[config.mk]
export PLATFORM = sky130hd
export DESIGN_NAME = bit_serial_alu_ctrl
export DESIGN_NICKNAME = d
export VERILOG_FILES = /design/src/rtl/bit_serial_alu_ctrl.sv
export SDC_FILE = /design/constraint.sdc
export NUM_CORES = 1
export LEC_CHECK = 0
export CAP_MARGIN = 20
export CORE_UTILIZATION = 53
export DETAILED_ROUTE_END_ITERATION = 10
export PLACE_DENSITY = 0.89
export SLEW_MARGIN = 20
export SYNTH_ARGS = -nofsm -noshare
export SYNTH_HDL_FRONTEND = slang
export SYNTH_SLANG_ARGS = --single-unit
[constraint.sdc]
create_clock -name clk -period 5.6 [get_ports clk]
set_input_delay 1.4 -clock clk [delete_from_list [all_inputs] [get_ports clk]]
set_output_delay 1.4 -clock clk [all_outputs]
set_load 0.02 [all_outputs]
[src/rtl/bit_serial_alu_ctrl.sv]
// Bit-serial ALU sequencer: runs one 1-bit ALU slice LSB-first over WIDTH cycles,
// chaining carry through a flop, then presents the assembled result and N/Z/C/V flags.
module bit_serial_alu_ctrl #(
    parameter int unsigned WIDTH = 32
) (
    input  logic             clk,
    input  logic             reset,
    input  logic             start,
    input  logic [WIDTH-1:0] a,
    input  logic [WIDTH-1:0] b,
    input  logic [1:0]       ALUControl,
    output logic             ready,
    output logic             done,
    output logic [WIDTH-1:0] Result,
    output logic [3:0]       ALUFlags
);

    localparam int unsigned CW = (WIDTH > 1) ? $clog2(WIDTH) : 1;

    typedef enum logic [1:0] {StIdle, StRun, StDone} state_e;

    state_e           state_q, state_d;
    logic [CW-1:0]    cnt_q, cnt_d;
    logic             carry_q, carry_d;
    logic [WIDTH-1:0] a_q, a_d, b_q, b_d;
    logic [1:0]       op_q, op_d;
    logic [WIDTH-2:0] sh_q, sh_d;
    logic [WIDTH-1:0] res_q, res_d;
    logic [3:0]       flags_q, flags_d;

    logic             bit_a, bit_b, bit_bx;
    logic             slice_res, slice_cout;
    logic [WIDTH-1:0] final_res;
    logic             arith;

    // 1-bit ALU slice
    always_comb begin
        bit_a      = a_q[cnt_q];
        bit_b      = b_q[cnt_q];
        bit_bx     = bit_b ^ op_q[0];
        slice_cout = (bit_a & bit_bx) | (carry_q & (bit_a ^ bit_bx));
        case (op_q)
            2'b10:   slice_res = bit_a & bit_b;
            2'b11:   slice_res = bit_a | bit_b;
            default: slice_res = bit_a ^ bit_bx ^ carry_q;
        endcase
    end

    // sh_q holds the WIDTH-1 most recent slice bits; the current bit completes the word
    assign final_res = {slice_res, sh_q};
    assign arith     = ~op_q[1];

    always_comb begin
        state_d = state_q;
        cnt_d   = cnt_q;
        carry_d = carry_q;
        a_d     = a_q;
        b_d     = b_q;
        op_d    = op_q;
        sh_d    = sh_q;
        res_d   = res_q;
        flags_d = flags_q;
        case (state_q)
            StIdle: begin
                if (start) begin
                    a_d     = a;
                    b_d     = b;
                    op_d    = ALUControl;
                    cnt_d   = '0;
                    carry_d = ALUControl[0];
                    state_d = StRun;
                end
            end
            StRun: begin
                sh_d    = final_res[WIDTH-1:1];
                carry_d = slice_cout;
                if (cnt_q == CW'(WIDTH - 1)) begin
                    cnt_d   = '0;
                    res_d   = final_res;
                    flags_d = {final_res[WIDTH-1],
                               final_res == '0,
                               arith & slice_cout,
                               arith & ~(op_q[0] ^ a_q[WIDTH-1] ^ b_q[WIDTH-1])
                                     & (a_q[WIDTH-1] ^ final_res[WIDTH-1])};
                    state_d = StDone;
                end else begin
                    cnt_d = cnt_q + 1'b1;
                end
            end
            StDone:  state_d = StIdle;
            default: state_d = StIdle;
        endcase
    end

    always_ff @(posedge clk or posedge reset) begin
        if (reset) begin
            state_q <= StIdle;
            cnt_q   <= '0;
            carry_q <= 1'b0;
            a_q     <= '0;
            b_q     <= '0;
            op_q    <= '0;
            sh_q    <= '0;
            res_q   <= '0;
            flags_q <= '0;
        end else begin
            state_q <= state_d;
            cnt_q   <= cnt_d;
            carry_q <= carry_d;
            a_q     <= a_d;
            b_q     <= b_d;
            op_q    <= op_d;
            sh_q    <= sh_d;
            res_q   <= res_d;
            flags_q <= flags_d;
        end
    end

    assign ready    = (state_q == StIdle);
    assign done     = (state_q == StDone);
    assign Result   = res_q;
    assign ALUFlags = flags_q;

endmodule

==> impl_metrics.tcl <==
set metrics [dict create \
    coreArea_um2 10900 \
    powerDensity_nw_per_um2 556 \
    synthArstFlopShare 1.00 \
    synthTopCellsByArea "dfrtp_1 (58%), nand2_1 (19%), mux2_2 (6.2%)" \
    syn_inst 605 \
    route.met3.wl_um 701 \
    cts-resized-gates 0 \
    worstHoldEndpoint "b_q[26]$_DFFE_PP0P_" \
    worstPathArrival_ns 3.79 \
    crit_fanout 17 \
    synth_edf_count 0 \
    dr.pass1.iters 5 \
    ir_drop_v 0.000284 \
    rr_worst_depth 10 \
    dieArea_um2 11800 \
    worstSetupPathType "flip-flop to flip-flop" \
    setup_viol 0 \
    grt_pass1_wl_um 23000 \
    viasPerCell 5.45 \
    multiInputGateArea_um2 2350 \
    whs_path_depth 2 \
    critPathRequiredTime_ns 5.90 \
    wl_per_cell_um 16.4 \
    ys_seq_area_frac 0.581 \
    cp_slowest_cell "dfrtp_1" \
    cts-root-buf "clkbuf_16" \
    relSlewSlack 0.403 \
    maxCapViolations 0 \
    grt.total_usage 0.258 \
    skew_ns 0.0106 \
    hold_path.class "flip-flop to flip-flop" \
    synth_top_area_frac 0.581 \
    nFillCells 761 \
    cts_buffers 17 \
    synthDistinctLibCells 42 \
    drt_wl_total_um 13900 \
    met2_length_um 6940 \
    io_pins 107 \
    fmax_ghz 0.287 \
    timing.final.max_slew_violations 0 \
    drive_above_1_share 0.111 \
    ctsHoldBuffers 0 \
    start_kind "flip-flop" \
    area_growth_pct 27.9 \
    r2r_slack_ns 2.11 \
    synth_ff_type "dfrtp_1" \
    grt_pass1_vias 4755 \
    fin_nets 770 \
    cp-end-kind "flip-flop" \
    clk_pin_slew_ns 0.06 \
    wl_met1_um 5860 \
    worstMarginPinSlew_ns 0.896 \
    grt-ovfl-total 0 \
    yosysWarnings 0 \
    via_count 4636 \
    period_share 0.622 \
    grt_max_degree 101 \
    die_w_um 109 \
    final_antenna_net_count 0 \
    ys_ff_latch 140 \
    dieHeight_um 109 \
    path_cells "inv_1, or3_1, o211ai_1, nand3_1, nor2_1, xor2_1, fa_1, nor2b_1, a31o_2, a22o_2" \
    power_leakage_uw 0.00383 \
    seq_area_um2 3500 \
    cts_setup_buffers 0 \
    drt_iter0_markers 330 \
    r2r-start "cnt_q[0]$_DFFE_PP0P_" \
    cts.sinks 140 \
    clock_latency_ns 0.42 \
    diodes 0 \
    hold_start "b_q[26]$_DFFE_PP0P_" \
    gp_congestion 0.785 \
    drcViolationCount 0 \
    start_util 0.551 \
    outcome "complete, no violations" \
    synth_fp_nets 677 \
    finalHoldViolCount 0 \
    fin_setup_tns_ns 0 \
    clockBufferDepth 2 \
    cts_max_level 4 \
    post-dp-hpwl_um 8720 \
    antenna_found_initial 0 \
    cts_tree "done" \
    avgSynthCellArea_um2 9.96 \
    reg2reg_to "ALUFlags[2]$_DFFE_PP0P_" \
    port_buffers 106 \
    final_cells 850 \
    dp_cells 819 \
    fin_crit_ns 3.49 \
    synthesis.area_um2 6030 \
    routed.top_layer "met4" \
    yosysTopAreaCell "dfrtp_1" \
    rsz0062_at_grt "false" \
    rows 38 \
    slowest_delay_ns 0.82 \
]
power by group:
| part | internal, µW | switching, µW | leakage (µW) |
|---|---|---|---|
| Sequential | 1420 | 398 | 0.00180 |
| Combinational | 674 | 714 | 0.00175 |
| Clock | 662 | 418 | 0.000276 |
| Total | 2750 | 1530 | 0.00383 |
final cells by class:
| cell class | count | area share |
|---|---|---|
| well taps | 140 | 0.0227 |
| repair buffers | 109 | 0.141 |
| flip-flops and latches | 140 | 0.455 |
| clock buffers | 20 | 0.0579 |
| multi-input cells | 425 | 0.305 |
| clock inverters | 11 | 0.0157 |
| inverters | 5 | 0.00308 |
worst max-delay path: cells and delay by family, from the launching register on:
| kind | cells | cell delay (ns) |
|---|---|---|
| DFF | 1 | 0.82 |
| adders and majority gates | 1 | 0.48 |
| xor gates and xnor gates | 1 | 0.27 |
| and+or+nand+nor | 4 | 0.96 |
| AOI/OAI and AO/OA | 3 | 0.56 |
| buffers and inverters | 1 | 0.28 |
state kept, by name, indices dropped and copies added, names as in the netlist:
name,count
cnt_q,5
b_q,32
ALUFlags,3
Result,32
sh_q,31
op_q,2
carry_q,1
state_q,2
a_q,32
logic make-up after synthesis:
logic type               synth area share
flip-flops                          0.581
multiplexers                        0.124
XOR/XNOR                          0.00582
adder cells (fa/ha/maj)           0.00747
AND/OR/NAND/NOR                     0.221
buffers and inverters              0.0301
AO/OA/AOI/OAI                      0.0307
synth_stat cells (3+ instances only):
master,count
nand2_1,305
o31ai_1,3
nand3_1,3
buf_1,7
nor2b_1,6
mux4_2,6
mux2i_1,8
inv_1,4
dfrtp_1,140
mux4_1,6
o211ai_1,3
o21ai_0,7
nor2_1,8
mux2_2,33
buf_2,4
clkbuf_1,20
nor4_1,7
metrics by stage:
| step | setup WS, ns | hold slack, ns | util | power (µW) | area, µm² |
|---|---|---|---|---|---|
| 3_3_place_gp | 2.12 | 0.455 | 0.652 | 3060 | 7130 |
| 6_report | 2.11 | 0.469 | 0.705 | 4280 | 7710 |
| 3_5_place_dp | 2.04 | 0.457 | 0.652 | 3160 | 7130 |
| 2_1_floorplan | 0.447 | 0.437 | - | 2700 | 6030 |
| 5_1_grt | 1.92 | 0.487 | 0.705 | 4540 | 7710 |
| 4_1_cts | 1.84 | 0.471 | 0.704 | 4290 | 7700 |
cells in the final DEF (no fill, tap or decap), drive strengths merged, types with 2 or more instances in the layout:
cell type and instances:
clkdlybuf4s50 106, buf 3, o21ai 7, a311oi 2, xnor2 2, clkinv 7
nand3 3, nor4 7, nand2 305, nand2b 2, mux2i 8, mux2 33
mux4 12, o31ai 3, nor2 8, bufinv 2, inv 5, clkinvlp 2
nor2b 6, a21oi 2, nor3 2, nand4 2, ha 2, xor2 2
dfrtp 140, o211ai 3, clkbuf 20, a22o 3
per-layer routing:
layer	up-vias	GRT usage
li1	2151	-
met5	-	0
met3	43	0.0592
met2	173	0.408
met4	0	0.123
met1	2269	0.339
worst max-delay path by stage:
stage	from	endpoint	slack (ns)	cells past startpoint
finish	cnt_q[0]$_DFFE_PP0P_	ALUFlags[2]$_DFFE_PP0P_	2.11	10
global route	cnt_q[0]$_DFFE_PP0P_	ALUFlags[2]$_DFFE_PP0P_	1.92	10
CTS	cnt_q[1]$_DFFE_PP0P_	ALUFlags[2]$_DFFE_PP0P_	1.84	9
detailed placement	cnt_q[1]$_DFFE_PP0P_	ALUFlags[2]$_DFFE_PP0P_	2.04	9
global placement	cnt_q[1]$_DFFE_PP0P_	ALUFlags[2]$_DFFE_PP0P_	2.12	9
floorplan	reset	ALUFlags[0]$_DFFE_PP0P_	0.45	1
No activity file was read; power rests on OpenSTA's default activity.
